**config.mk**
```make
export PLATFORM = sky130hd
export DESIGN_NAME = alu
export DESIGN_NICKNAME = d
export VERILOG_FILES = /design/src/rtl/alu.sv
export SDC_FILE = /design/constraint.sdc
export NUM_CORES = 1
export LEC_CHECK = 0
export BUFFER_PORTS_ARGS = -buffer_cell sky130_fd_sc_hd__buf_2
export CORE_AREA = 2 2 55 57
export CTS_BUF_LIST = sky130_fd_sc_hd__clkbuf_8
export DETAILED_ROUTE_END_ITERATION = 12
export DIE_AREA = 0 0 57 59
export GPL_ROUTABILITY_DRIVEN = 0
export PLACE_DENSITY = 0.77
export SLEW_MARGIN = 5
export SYNTH_ARGS = -nofsm -noshare
export SYNTH_HDL_FRONTEND = slang
export SYNTH_SLANG_ARGS = --single-unit
export TNS_END_PERCENT = 30
```
**constraint.sdc**
```tcl
create_clock -name clk -period 0.8 [get_ports clk]
set_clock_uncertainty 0.15 [all_clocks]
set_input_delay 0.04 -clock clk [delete_from_list [all_inputs] [get_ports clk]]
set_output_delay 0.04 -clock clk [all_outputs]
set_load 0.01 [all_outputs]
```
**src/rtl/alu.sv**
```systemverilog
// 6502-style 8-bit ALU for the NES CPU datapath.
// Add-with-carry (subtract by inverting B), AND, EOR, OR, logical shift-right
// and rotate-right through carry. RES, Cout and OVFout are registered.
// Build option: define ALU_ZN_FLAGS_EN to add the registered Zout/Nout flags.
// There is no handshake. Inputs are sampled on every rising clk edge. When no
// operation enable is set, all outputs hold their previous values.
module alu #(
    parameter int WIDTH = 8
) (
    input  logic             clk,
    input  logic             rst,
    input  logic             ROR_en,
    input  logic             SUM_en,
    input  logic             AND_en,
    input  logic             EOR_en,
    input  logic             OR_en,
    input  logic             SR_en,
    input  logic             INV_en,
    input  logic [WIDTH-1:0] Ain,
    input  logic [WIDTH-1:0] Bin,
    input  logic             Cin,
    output logic [WIDTH-1:0] RES,
    output logic             Cout,
    output logic             OVFout
`ifdef ALU_ZN_FLAGS_EN
    ,
    output logic             Zout,
    output logic             Nout
`endif
);

    localparam int MSB = WIDTH - 1;

    logic [WIDTH-1:0] b_eff;
    logic [WIDTH:0]   sum_full;
    logic [WIDTH-1:0] res_q, res_d;
    logic             cout_q, cout_d;
    logic             ovf_q, ovf_d;
    logic             load;

    // Optional inversion of B, then a full-width add that keeps the carry bit.
    always_comb begin
        b_eff    = INV_en ? ~Bin : Bin;
        sum_full = {1'b0, Ain} + {1'b0, b_eff} + {{WIDTH{1'b0}}, Cin};
    end

    // Select the operation with fixed priority SUM > AND > EOR > OR > SR > ROR.
    // When nothing is selected, keep the current values.
    always_comb begin
        res_d  = res_q;
        cout_d = cout_q;
        ovf_d  = ovf_q;
        load   = 1'b1;
        if (SUM_en) begin
            res_d  = sum_full[WIDTH-1:0];
            cout_d = sum_full[WIDTH];
            ovf_d  = (Ain[MSB] == b_eff[MSB]) && (sum_full[MSB] != Ain[MSB]);
        end else if (AND_en) begin
            res_d  = Ain & b_eff;
            cout_d = 1'b0;
            ovf_d  = 1'b0;
        end else if (EOR_en) begin
            res_d  = Ain ^ b_eff;
            cout_d = 1'b0;
            ovf_d  = 1'b0;
        end else if (OR_en) begin
            res_d  = Ain | b_eff;
            cout_d = 1'b0;
            ovf_d  = 1'b0;
        end else if (SR_en) begin
            res_d  = {1'b0, Ain[WIDTH-1:1]};
            cout_d = Ain[0];
            ovf_d  = 1'b0;
        end else if (ROR_en) begin
            res_d  = {Cin, Ain[WIDTH-1:1]};
            cout_d = Ain[0];
            ovf_d  = 1'b0;
        end else begin
            load   = 1'b0;
        end
    end

    // Output registers. Reset is asynchronous and overrides any capture.
    always_ff @(posedge clk or posedge rst) begin
        if (rst) begin
            res_q  <= '0;
            cout_q <= 1'b0;
            ovf_q  <= 1'b0;
        end else begin
            res_q  <= res_d;
            cout_q <= cout_d;
            ovf_q  <= ovf_d;
        end
    end

    assign RES    = res_q;
    assign Cout   = cout_q;
    assign OVFout = ovf_q;

`ifdef ALU_ZN_FLAGS_EN
    logic zero_q, zero_d;
    logic neg_q, neg_d;

    // Zero and negative flags follow the newly captured result. They hold
    // together with RES when no operation is selected.
    always_comb begin
        zero_d = zero_q;
        neg_d  = neg_q;
        if (load) begin
            zero_d = (res_d == '0);
            neg_d  = res_d[MSB];
        end
    end

    // Flag registers. They share the asynchronous reset with RES.
    always_ff @(posedge clk or posedge rst) begin
        if (rst) begin
            zero_q <= 1'b0;
            neg_q  <= 1'b0;
        end else begin
            zero_q <= zero_d;
            neg_q  <= neg_d;
        end
    end

    assign Zout = zero_q;
    assign Nout = neg_q;
`else
    // Without the flag outputs, the load indication has no consumer.
    logic unused_load;
    assign unused_load = load;
`endif

endmodule

```
* Yosys cells after proc, flatten, opt, wreduce, memory -nomap -nowiden
Index checks and enable logic that the tools add are counted.
** Storage, ports and cells
- Bits in registers :: 10
- Latch bits :: 0
- RAM bits :: 0
- Bits in read-only memories :: 0
- Input bits :: 26
- Output and inout bits :: 10
- Word-level logic and storage cells :: 32
- Memories :: 0
** Cells by class
- Add/subtract/negate cells :: 2
- Multipliers :: 0
- Divide/modulo/power cells :: 0
- Magnitude comparators :: 0
- Eq/ne operators :: 2
- Shift operators :: 0
- Multiplexer cells :: 19
- Bitwise gates (word level) :: 4
- Reduce and logical (&&, ||, !) cells :: 2
** Operators by type and width (number)
- 2-to-1 mux 8 bit :: 7
- 2-to-1 mux 1 bit :: 12
- adder 8 x 8 -> 9 bit :: 1
- adder 9 x 1 -> 9 bit :: 1
- AND 8 bit :: 1
- NOT 8 bit :: 1
- bitwise OR 8 bit :: 1
- bitwise XOR 8 bit :: 1
- nonzero test 6 bit :: 1
- == test 1 bit :: 1
- logical AND 1 bit :: 1
- inequality test 1 bit :: 1

* Longest topological paths before layout
Gate-level depths: netlist of run 1.
- Depth after elaboration :: 7
- Mapped depth :: 10
- Depth with buffers taken out :: 9

* Least setup slack after synthesis of run 1
OpenSTA, ideal clock, no wires.
- Path type :: input to register
- Start :: input port INV_en
- End :: register res_q[6] (netlist: RES[6])
- Setup time :: 0.145 ns
- Data arrival time :: 1.849 ns
- Required time :: 0.505 ns
- Slack :: -1.344 ns
- Stages :: 10
- Cells stage by stage :: buf_2 > xor2_1 > fa_1 > inv_1 > fa_1 > nor2b_1 > o21bai_1 > nand2_1 > a2111oi_0 > a211oi_2
** On the way
- Cells in the longest elaborated chain, start to end :: 6
- Elaborated cells on any way between the ends :: 10
- Those cells by class :: add/sub: 2; mux: 5; bitwise: 3
** Ends and longest elaborated chain
- start, declared :: RTL line 18 : input logic INV_en,
- 2-to-1 mux 8 bit (*) :: RTL line 43 : b_eff = INV_en ? ~Bin : Bin;
- branches (longest 4 deep; another with adder 8 x 8 -> 9 bit)
- 2-to-1 mux 8 bit (*) :: RTL line 54 : if (SUM_en) begin
- end signal, assigned :: RTL line 90 : res_q <= res_d;
- end, declared :: RTL line 36 : logic [WIDTH-1:0] res_q, res_d;
Every way passes the cells marked *.
A chain may end at the register's enable or synchronous reset.

* Worst setup path after layout of run 1
- Start :: input port Bin[0]
- End :: register res_q[4] (netlist: RES[4])
** On the way
- Cells in the longest elaborated chain, start to end :: 5
** Ends and longest elaborated chain
- start, declared :: RTL line 20 : input logic [WIDTH-1:0] Bin,
- NOT 8 bit :: RTL line 43
- 2-to-1 mux 8 bit (*) :: RTL line 43
- adder 8 x 8 -> 9 bit (*) :: RTL line 44 : sum_full = {1'b0, Ain} + {1'b0, b_eff} + {{WIDTH{1'b0}}, Cin};
- adder 9 x 1 -> 9 bit (*) :: RTL line 44
- 2-to-1 mux 8 bit (*) :: RTL line 54
Every way passes the cells marked *; elsewhere a longest branch is shown, timed or not.

==> flow_metrics.tcl, run 1 <==
set metrics [dict create \
    crit_fanout 2 \
    worst_setup_path_start_kind "input pin" \
    tightest_slew_ns 0.4841 \
    ir_worst_vdd_uv 1517 \
    yosys_most_used_dff "dfrtp_1" \
    fmax_ghz 0.5370 \
    fin_cells 268 \
    power_per_cell_area_nw_per_um2 1387 \
    violations "hold timing, setup timing" \
    grt_overflow 0 \
    synth_edf_count 0 \
    grt_busiest_layer "met2" \
    hpwl_mm 3.027 \
    htree_num_levels 1 \
    synthTopCellsByArea "dfrtp_1 19%, ha_1 16%, inv_1 7.1%" \
    grt_max_degree 16 \
    clock-root-buffer "clkbuf_8" \
    p_sw_frac 0.3822 \
    die-area_sq_um 3363 \
    period_minus_slack_ns 1.862 \
    core_sq_um 2710 \
    cts_tree "built" \
    required_ns 0.82 \
    dpl.cell_count 259 \
    io_pins 36 \
    slew_violations 0 \
    syn_area_sq_um 1321 \
    die_y_microns 59 \
    hold_viol_final 10 \
    cts_num_sinks 10 \
    gr-usage-met2 0.5025 \
    post_route_cells_drive_above_1_share 0.5527 \
    synthArstFlopShare 1.000 \
    synth_nets 205 \
    vias 1520 \
    numPortBuffers 35 \
    r2r_start "RES[3]" \
    pre_cts_ws_ns -1.300 \
    grt_pass1_vias 1591 \
    initial_core_util 0.4875 \
    startpoint "Bin[0]" \
    ys_seq_elements 10 \
    synth_area_leader_cell "dfrtp_1" \
    outcome "finished with violations" \
    p_switching_mw 1.195 \
    maxCapViolations 0 \
    antenna_found_initial 0 \
    setup_viol 20 \
    crit_type "in -> reg" \
    worst_slack_ns -1.062 \
    fp.dieW_microns 57 \
    avgRoutedWirePerCell_microns 17.13 \
    ys.warnings.count 0 \
    timing.final.crit_share 2.328 \
    clock_path_buffers 2 \
    gr-usage-met3 0.04148 \
    synthToLayoutAreaGrowth_pct 70.64 \
    antenna_left 0 \
    grtUsageMet1 0.3202 \
    drc 0 \
    leakage_nw 1.076 \
    cp.arrival_ns 1.88 \
    relSlewSlack 0.6738 \
    drt_wl_total_mm 4.591 \
    endpoint_kind "flop" \
    dr.pass1.iters 4 \
    pwr-share-comb 0.575 \
    pwr-share-clk 0.215 \
    p_int_mw 1.932 \
    grt_pass1_wl_mm 7.065 \
    hold_path.class "in -> async" \
    numCtsBuffers 3 \
    seqPwrFrac 0.210 \
    synth.avg_cell_area_sq_um 8.258 \
    hold-worst-slack_ns -0.3845 \
    gr-usage-all-layers 0.2726 \
    cts.clk_slew.worst_paths_ns 0.05 \
    num_antenna_cells 0 \
    nets 283 \
    drt_iter0_markers 111 \
    yosysUniqueCellTypes 39 \
    synth_cells 160 \
    rows 19 \
    synth_top_cell_area_share 0.1894 \
    worstSkewPairLatency_ns 0.25 \
    ys_seq_area_frac 0.1894 \
    rsz0062_at_grt "yes" \
    via_per_inst 5.672 \
]
flip-flops by register name, indices dropped and copies added, names as in the netlist:
| register | count |
|---|---|
| RES | 8 |
| Cout | 1 |
| OVFout | 1 |
final timing paths:
check / cells past startpoint / slack, ns / end
worst max register to register: 2 / -0.19 / RES[3]
min in group clk: 5 / 0.10 / RES[2]
worst min register to register: 2 / 0.33 / RES[2]
max in group asynchronous: 2 / 0.60 / RES[0]
worst min-delay path: 2 / -0.38 / RES[4]
worst max-delay path: 10 / -1.06 / RES[4]
layer usage:
layer	vias up	part of all wire
met4	0	0.031
met5	-	0
met1	731	0.38
met3	15	0.078
li1	696	-
met2	78	0.51
logic make-up after synthesis:
group,count (synthesis),share of synthesized area
flops,10,0.1894
xor+xnor,14,0.09280
compound gates,48,0.2595
buf+inv,31,0.1042
simple gates,34,0.1316
mux,4,0.03125
fa+ha+maj,19,0.1913
final cells by class:
cell class	count	area [sq um]
Sequential cell	10	250.2
Tap cell	31	38.79
Fill cell	136	455.4
Inverter	25	93.84
Clock buffer	4	55.05
Timing Repair Buffer	79	554.3
Multi-Input combinational cell	119	1262
synthesized netlist by cell type (all sizes together) (2+ instances only):
master	number
a211oi	2
a21oi	13
a221oi	4
a31oi	3
buf	5
dfrtp	10
fa	2
ha	17
inv	25
mux2i	3
nand2	12
nand2b	4
nand3	4
nor2	8
nor2b	4
o211ai	3
o21ai	12
o31ai	2
xnor2	4
xor2	10
power groups by stage:
stage | registers [mW] | clock network, mW | logic, mW
2_1_floorplan | 0.697 | 0 | 0.694
3_3_place_gp | 0.656 | 0 | 1.26
3_5_place_dp | 0.655 | 0 | 1.31
4_1_cts | 0.649 | 0.649 | 1.58
5_1_grt | 0.664 | 0.697 | 1.92
6_report | 0.656 | 0.672 | 1.80
per-stage QoR:
stage / power (mW) / utilization / cell area [sq um] / TNS [ns] / hold slack (ns)
global route: 3.278 / 0.8319 / 2255 / -10.49 / -0.3411
finish: 3.127 / 0.8319 / 2255 / -9.809 / -0.3845
CTS: 2.875 / 0.7955 / 2156 / -9.368 / -0.3544
global placement: 1.911 / 0.6694 / 1814 / -10.47 / -0.1082
detailed placement: 1.966 / 0.6694 / 1814 / -11.22 / -0.1013
floorplan: 1.391 / - / 1366 / -8.447 / -0.2698
worst max-delay path: stages:
cell and delay (ns):
buf_8 0.10, xor2_4 0.17, fa_2 0.36, inv_2 0.07, fa_2 0.24, nor2b_4 0.06
o21ai_0 0.29, nand2b_1 0.17, xnor2_1 0.17, a211oi_2 0.21
repair_timing:
action                     4_1_cts  5_1_grt
gates resized for setup         44       20
setup buffers                    4        2
setup endpoints to repair       20       20
pin swaps                       22       12
gates cloned                     0        0
hold endpoints to repair        10       10
cell usage in the layout (no fill, tap or decap), drive strengths merged:
cell | synthesis | final
buf | 5 | 79
xor2 | 10 | 10
o22a | 1 | 1
inv | 25 | 25
nand3 | 4 | 4
nor4 | 1 | 1
o311ai | 1 | 1
o21ai | 12 | 12
ha | 17 | 17
nor3 | 1 | 1
nor2 | 8 | 8
a22o | 1 | 1
fa | 2 | 2
nor2b | 4 | 4
o211ai | 3 | 3
mux2i | 3 | 3
a211o | 1 | 1
nand2 | 12 | 12
a2111oi | 1 | 1
a211oi | 2 | 2
a21oi | 13 | 13
mux2 | 1 | 1
clkbuf | 1 | 4
o21bai | 1 | 1
o2bb2ai | 1 | 1
a221oi | 4 | 4
o211a | 1 | 1
o31ai | 2 | 2
dfrtp | 10 | 10
a22oi | 1 | 1
nand2b | 4 | 4
xnor2 | 4 | 4
a31oi | 3 | 3
Power figures use the tool's default switching activity.
==> run 2, diff against run 1 <==
--- a/config.mk
+++ b/config.mk
@@ -7,9 +7,10 @@
 export LEC_CHECK = 0
+export ABC_AREA = 1
 export BUFFER_PORTS_ARGS = -buffer_cell sky130_fd_sc_hd__buf_2
-export CORE_AREA = 2 2 55 57
+export CORE_AREA = 2 2 57 59
 export CTS_BUF_LIST = sky130_fd_sc_hd__clkbuf_8
 export DETAILED_ROUTE_END_ITERATION = 12
-export DIE_AREA = 0 0 57 59
+export DIE_AREA = 0 0 59 61
 export GPL_ROUTABILITY_DRIVEN = 0
-export PLACE_DENSITY = 0.77
+export PLACE_DENSITY = 0.76
 export SLEW_MARGIN = 5
==> constraint.sdc (replaced) <==
create_clock -name clk -period 0.8 [get_ports clk]
set_clock_uncertainty 0.15 [all_clocks]
set_input_delay 0.16 -clock clk [delete_from_list [all_inputs] [get_ports clk]]
set_output_delay 0.16 -clock clk [all_outputs]
set_load 0.01 [all_outputs]
==> flow_metrics.tcl, run 2 <==
set metrics [dict create \
    synth_cells 222 \
    cp_slowest_cell "fa_2" \
    setup_viol 20 \
    synthTopCellsByArea "nand2_1 19%, dfrtp_1 17%, ha_1 15%" \
    violations "DRC, hold timing, setup timing" \
    fin_cells 326 \
    core_sq_um 2953 \
    rows 20 \
    gr-usage-all-layers 0.2329 \
    layout_commonest_cell "nand2_1" \
    synthToLayoutAreaGrowth_pct 46.37 \
    cp.arrival_ns 1.61 \
    relSlewSlack 0.7566 \
    crit_chain "buf_12, xnor2_4, inv_2, fa_2, inv_2, fa_2, inv_2, nand3_2, nand3_2, nand2_2, nand3_2, nand2_2, nand2_1" \
    fp.dieW_microns 59 \
    avgRoutedWirePerCell_microns 11.40 \
    grt_overflow 0 \
    hold-worst-slack_ns -0.2645 \
    pre_cts_ws_ns -1.194 \
    hold_path.class "in -> async" \
    yosysMostFrequentCell "nand2_1" \
    path_buf_inv 4 \
    syn_area_sq_um 1430 \
    synth_top_cells_by_count "74 x nand2_1, 34 x inv_1, 17 x ha_1, 15 x nand3_1, 13 x nor2_1" \
    yosys_most_used_dff "dfrtp_1" \
    startpoint "INV_en" \
    vias 1626 \
    r2r_end "Cout" \
    cts.clk_slew.worst_paths_ns 0.05 \
    leakage_nw 1.200 \
    fmax_ghz 0.6114 \
    timing.final.crit_share 2.045 \
    post_route_cells_drive_above_1_share 0.3925 \
    die_y_microns 61 \
    htree_num_levels 1 \
    required_ns 0.78 \
    synthArstFlopShare 1.000 \
    slowest_delay_ns 0.36 \
    placedInstanceArea_sq_um 1876 \
    reg2regPathDepth 2 \
    design_area_sq_um 2093 \
    initial_core_util 0.4843 \
    numPortBuffers 35 \
    finalPower_mw 2.728 \
    crit_fanout 7 \
    synth_top_cell_area_share 0.1942 \
    cp_top_family "adder cells" \
    yosysUniqueCellTypes 28 \
    worst_setup_path_start_kind "input pin" \
    io_pins 36 \
    crit_type "in -> reg" \
    drt_iter0_markers 71 \
    dr.pass1.iters 9 \
    antenna_left 0 \
    hold_viol_final 10 \
    final_cell_mix "69 x nand2_1, 34 x buf_4, 33 x buf_2" \
    synth_area_leader_cell "nand2_1" \
    period_minus_slack_ns 1.636 \
    numCtsBuffers 3 \
    r2r_slack_ns -0.02 \
    tightest_slew_ns 0.3647 \
    worstSkewPairLatency_ns 0.24 \
    synth.avg_cell_area_sq_um 6.442 \
    clock_path_buffers 2 \
    ir_worst_vdd_uv 514.7 \
    endpoint_kind "flop" \
    rsz0062_at_grt "yes" \
    clock-root-buffer "clkbuf_8" \
    cts_tree "built" \
    largest_reg_flops 8 \
    ys_seq_elements 10 \
    via_per_inst 4.988 \
    r2r_start "Cout" \
    nets 339 \
    antenna_found_initial 0 \
    power_per_cell_area_nw_per_um2 1303 \
    num_antenna_cells 0 \
    dpl.cell_count 317 \
    synth_nets 267 \
    grt_pass1_vias 1554 \
    die-area_sq_um 3599 \
    drt_wl_total_mm 3.717 \
    ys.warnings.count 0 \
    synth_edf_count 0 \
    hpwl_mm 2.895 \
    outcome "finished with violations" \
    grt_pass1_wl_mm 6.368 \
    cts_num_sinks 10 \
    maxCapViolations 0 \
    slew_violations 0 \
    ys_seq_area_frac 0.1750 \
    worst_slack_ns -0.8357 \
    grt_max_degree 15 \
    drc 1 \
]
run 2: stage by stage:
stage / setup TNS [ns] / utilization
after CTS: -9.986 / 0.6975
after global routing: -11.04 / 0.7089
after detailed placement: -10.92 / 0.6352
after floorplan: -8.562 / -
final: -10.03 / 0.7089
after global placement: -10.47 / 0.6352
run 2: timing repair:
item	in CTS	in global routing
pin swaps	22	11
setup buffers	4	1
endpoints found under the hold margin	10	10
resized for setup	22	7
endpoints found under the setup margin	20	20
cloned	0	0
run 2: final cells by class:
cell class | count | area [sq um]
inverter | 40 | 150.1
tap | 33 | 41.29
clock buffer | 4 | 55.05
multi-input combinational | 167 | 1102
sequential | 10 | 250.2
fill | 242 | 859.6
timing repair buffer | 72 | 494.2
run 2: layer usage:
layer | track usage | vias to the layer above | wire (microns) | part of all wire
li1 | - | 836 | - | -
met4 | 0.1266 | 0 | 108 | 0.029
met2 | 0.4286 | 51 | 1825 | 0.49
met3 | 0.006397 | 10 | 165 | 0.044
met1 | 0.2741 | 729 | 1618 | 0.44
met5 | 0 | - | 0 | 0
run 2: cell families after synthesis:
kind of cell    share of synthesized area
compound gates                     0.1277
xor+xnor                          0.05512
fa+ha+maj                          0.1767
buf+inv                            0.1304
flops                              0.1750
simple gates                       0.3351
run 2: worst max path at each step:
stage | cells after the start | to | slack [ns]
after floorplan | 13 | RES[4] | -0.96
after CTS | 13 | RES[7] | -0.81
after global placement | 13 | RES[4] | -1.15
after global routing | 13 | RES[4] | -0.95
final | 13 | RES[6] | -0.84
after detailed placement | 13 | RES[6] | -1.19
run 2: where the power goes:
group	internal, mW	switching [mW]
clock network	0.432	0.195
logic	0.687	0.780
registers	0.594	0.0407
==> run 3, diff against run 2 <==
BUFFER_PORTS_ARGS = -buffer_cell sky130_fd_sc_hd__buf_4   (was -buffer_cell sky130_fd_sc_hd__buf_2)
==> flow_metrics.tcl, run 3 (same netlist as run 2, synthesis figures left out) <==
set metrics [dict create \
    drt_wl_total_mm 3.843 \
    nets 338 \
    outcome "finished with violations" \
    violations "DRC, hold timing, setup timing" \
    antenna_left 0 \
    power_per_cell_area_nw_per_um2 1260 \
    clock_path_buffers 2 \
    r2r_end "RES[2]" \
    hold-worst-slack_ns -0.2584 \
    synthToLayoutAreaGrowth_pct 54.42 \
    gr-usage-met2 0.4238 \
    maxCapViolations 0 \
    via_per_inst 4.966 \
    fp.dieW_microns 59 \
    grtUsageMet1 0.2879 \
    layout_commonest_cell "nand2_1" \
    crit_fanout 8 \
    hpwl_mm 2.989 \
    period_minus_slack_ns 1.571 \
    fmax_ghz 0.6365 \
    tightest_slew_ns 0.3481 \
    htree_num_levels 1 \
    num_antenna_cells 0 \
    ir_worst_vdd_uv 530.4 \
    seqCellArea_sq_um 250.2 \
    setup_viol 20 \
    endpoint_kind "flop" \
    required_ns 0.77 \
    cts.clk_slew.worst_paths_ns 0.04 \
    io_pins 36 \
    slew_violations 0 \
    worstSkewPairLatency_ns 0.23 \
    rsz0062_at_grt "yes" \
    grt_pass1_vias 1536 \
    finalPower_mw 2.782 \
    drc 1 \
    drt_iter0_markers 75 \
    antenna_found_initial 0 \
    placedInstanceArea_sq_um 1991 \
    hold_viol_final 10 \
    relSlewSlack 0.7676 \
    startpoint "INV_en" \
    pre_cts_ws_ns -1.157 \
    dr.pass1.iters 8 \
    leakage_nw 1.229 \
    cp.arrival_ns 1.55 \
    numCtsBuffers 3 \
    avgRoutedWirePerCell_microns 11.86 \
    n_fill_cell 236 \
    grt_max_degree 13 \
    vias 1609 \
    post_route_cells_drive_above_1_share 0.3814 \
    crit_chain "buf_12, xnor2_4, inv_2, fa_2, inv_2, fa_2, inv_2, nand3_2, nand3_2, nand2_1, nand3_1, nand2_1, nand2_1" \
    numPortBuffers 35 \
    clock-root-buffer "clkbuf_8" \
    grt_pass1_wl_mm 6.410 \
    largest_reg_flops 8 \
    crit_type "in -> reg" \
    r2r_start "RES[2]" \
    cts_tree "built" \
    grt_overflow 0 \
    die-area_sq_um 3599 \
    cts_num_sinks 10 \
    worst_setup_path_start_kind "input pin" \
    slowest_delay_ns 0.34 \
    gr-usage-all-layers 0.2375 \
    worst_slack_ns -0.7710 \
    final_cell_mix "70 x nand2_1, 57 x buf_4, 31 x inv_1" \
    r2r_slack_ns -0.03 \
    hold_path.class "in -> async" \
    rows 20 \
    core_sq_um 2953 \
    die_y_microns 61 \
    gr-usage-met3 0.02132 \
    cp_slowest_cell "fa_2" \
    design_area_sq_um 2208 \
    multi_input_area_sq_um 1114 \
    reg2regPathDepth 2 \
    timing.final.crit_share 1.964 \
    initial_core_util 0.4843 \
    grt_busiest_layer "met2" \
]
-- run 3: per-layer routing --
layer | part of all wire | up-vias
met4 | 0.010 | 0
met5 | 0 | -
li1 | - | 834
met1 | 0.43 | 739
met2 | 0.54 | 32
met3 | 0.018 | 4
-- run 3: how the worst max path moves through the flow --
stage / end / cells past startpoint
finish: RES[6] / 13
global route: Cout / 13
CTS: RES[6] / 13
detailed placement: RES[6] / 13
global placement: RES[4] / 13
floorplan: RES[4] / 13
-- run 3: critical path, delay by kind of cell --
| family | cells | cell delay, ns |
|---|---|---|
| buffers and inverters | 4 | 0.31 |
| and+or+nand+nor | 6 | 0.39 |
| adders and majority gates | 2 | 0.54 |
| xor gates and xnor gates | 1 | 0.14 |
-- run 3: layout make-up --
| cell class | instances | area share |
|---|---|---|
| multi-input cells | 167 | 0.5042 |
| repair buffers | 71 | 0.2771 |
| flip-flops and latches | 10 | 0.1133 |
| inverters | 40 | 0.06799 |
| clock buffers | 3 | 0.01870 |
| well taps | 33 | 0.01870 |
-- run 3: timing repair --
action / in CTS / in global routing
hold endpoints to repair: 10 / 10
setup endpoints to repair: 20 / 20
pin swaps: 9 / 10
setup buffers: 2 / 0
resized for setup: 26 / 11
-- run 3: report_power, final --
| part | switching [mW] | internal (mW) | leakage, nW |
|---|---|---|---|
| Clock | 0.181 | 0.328 | 0.0216 |
| Sequential | 0.0583 | 0.595 | 0.121 |
| Combinational | 0.797 | 0.822 | 1.09 |
-- run 3: stage by stage --
step                      hold slack (ns)  cells    util  TNS (ns)
after global placement          -0.006767    319  0.6742    -10.09
after detailed placement       -0.0004894    319  0.6742    -10.49
after CTS                         -0.2430    324  0.7297    -9.922
after global routing              -0.2038    324  0.7479    -10.73
after floorplan                   -0.1498    222       -    -8.562
final                             -0.2584    324  0.7479    -9.570
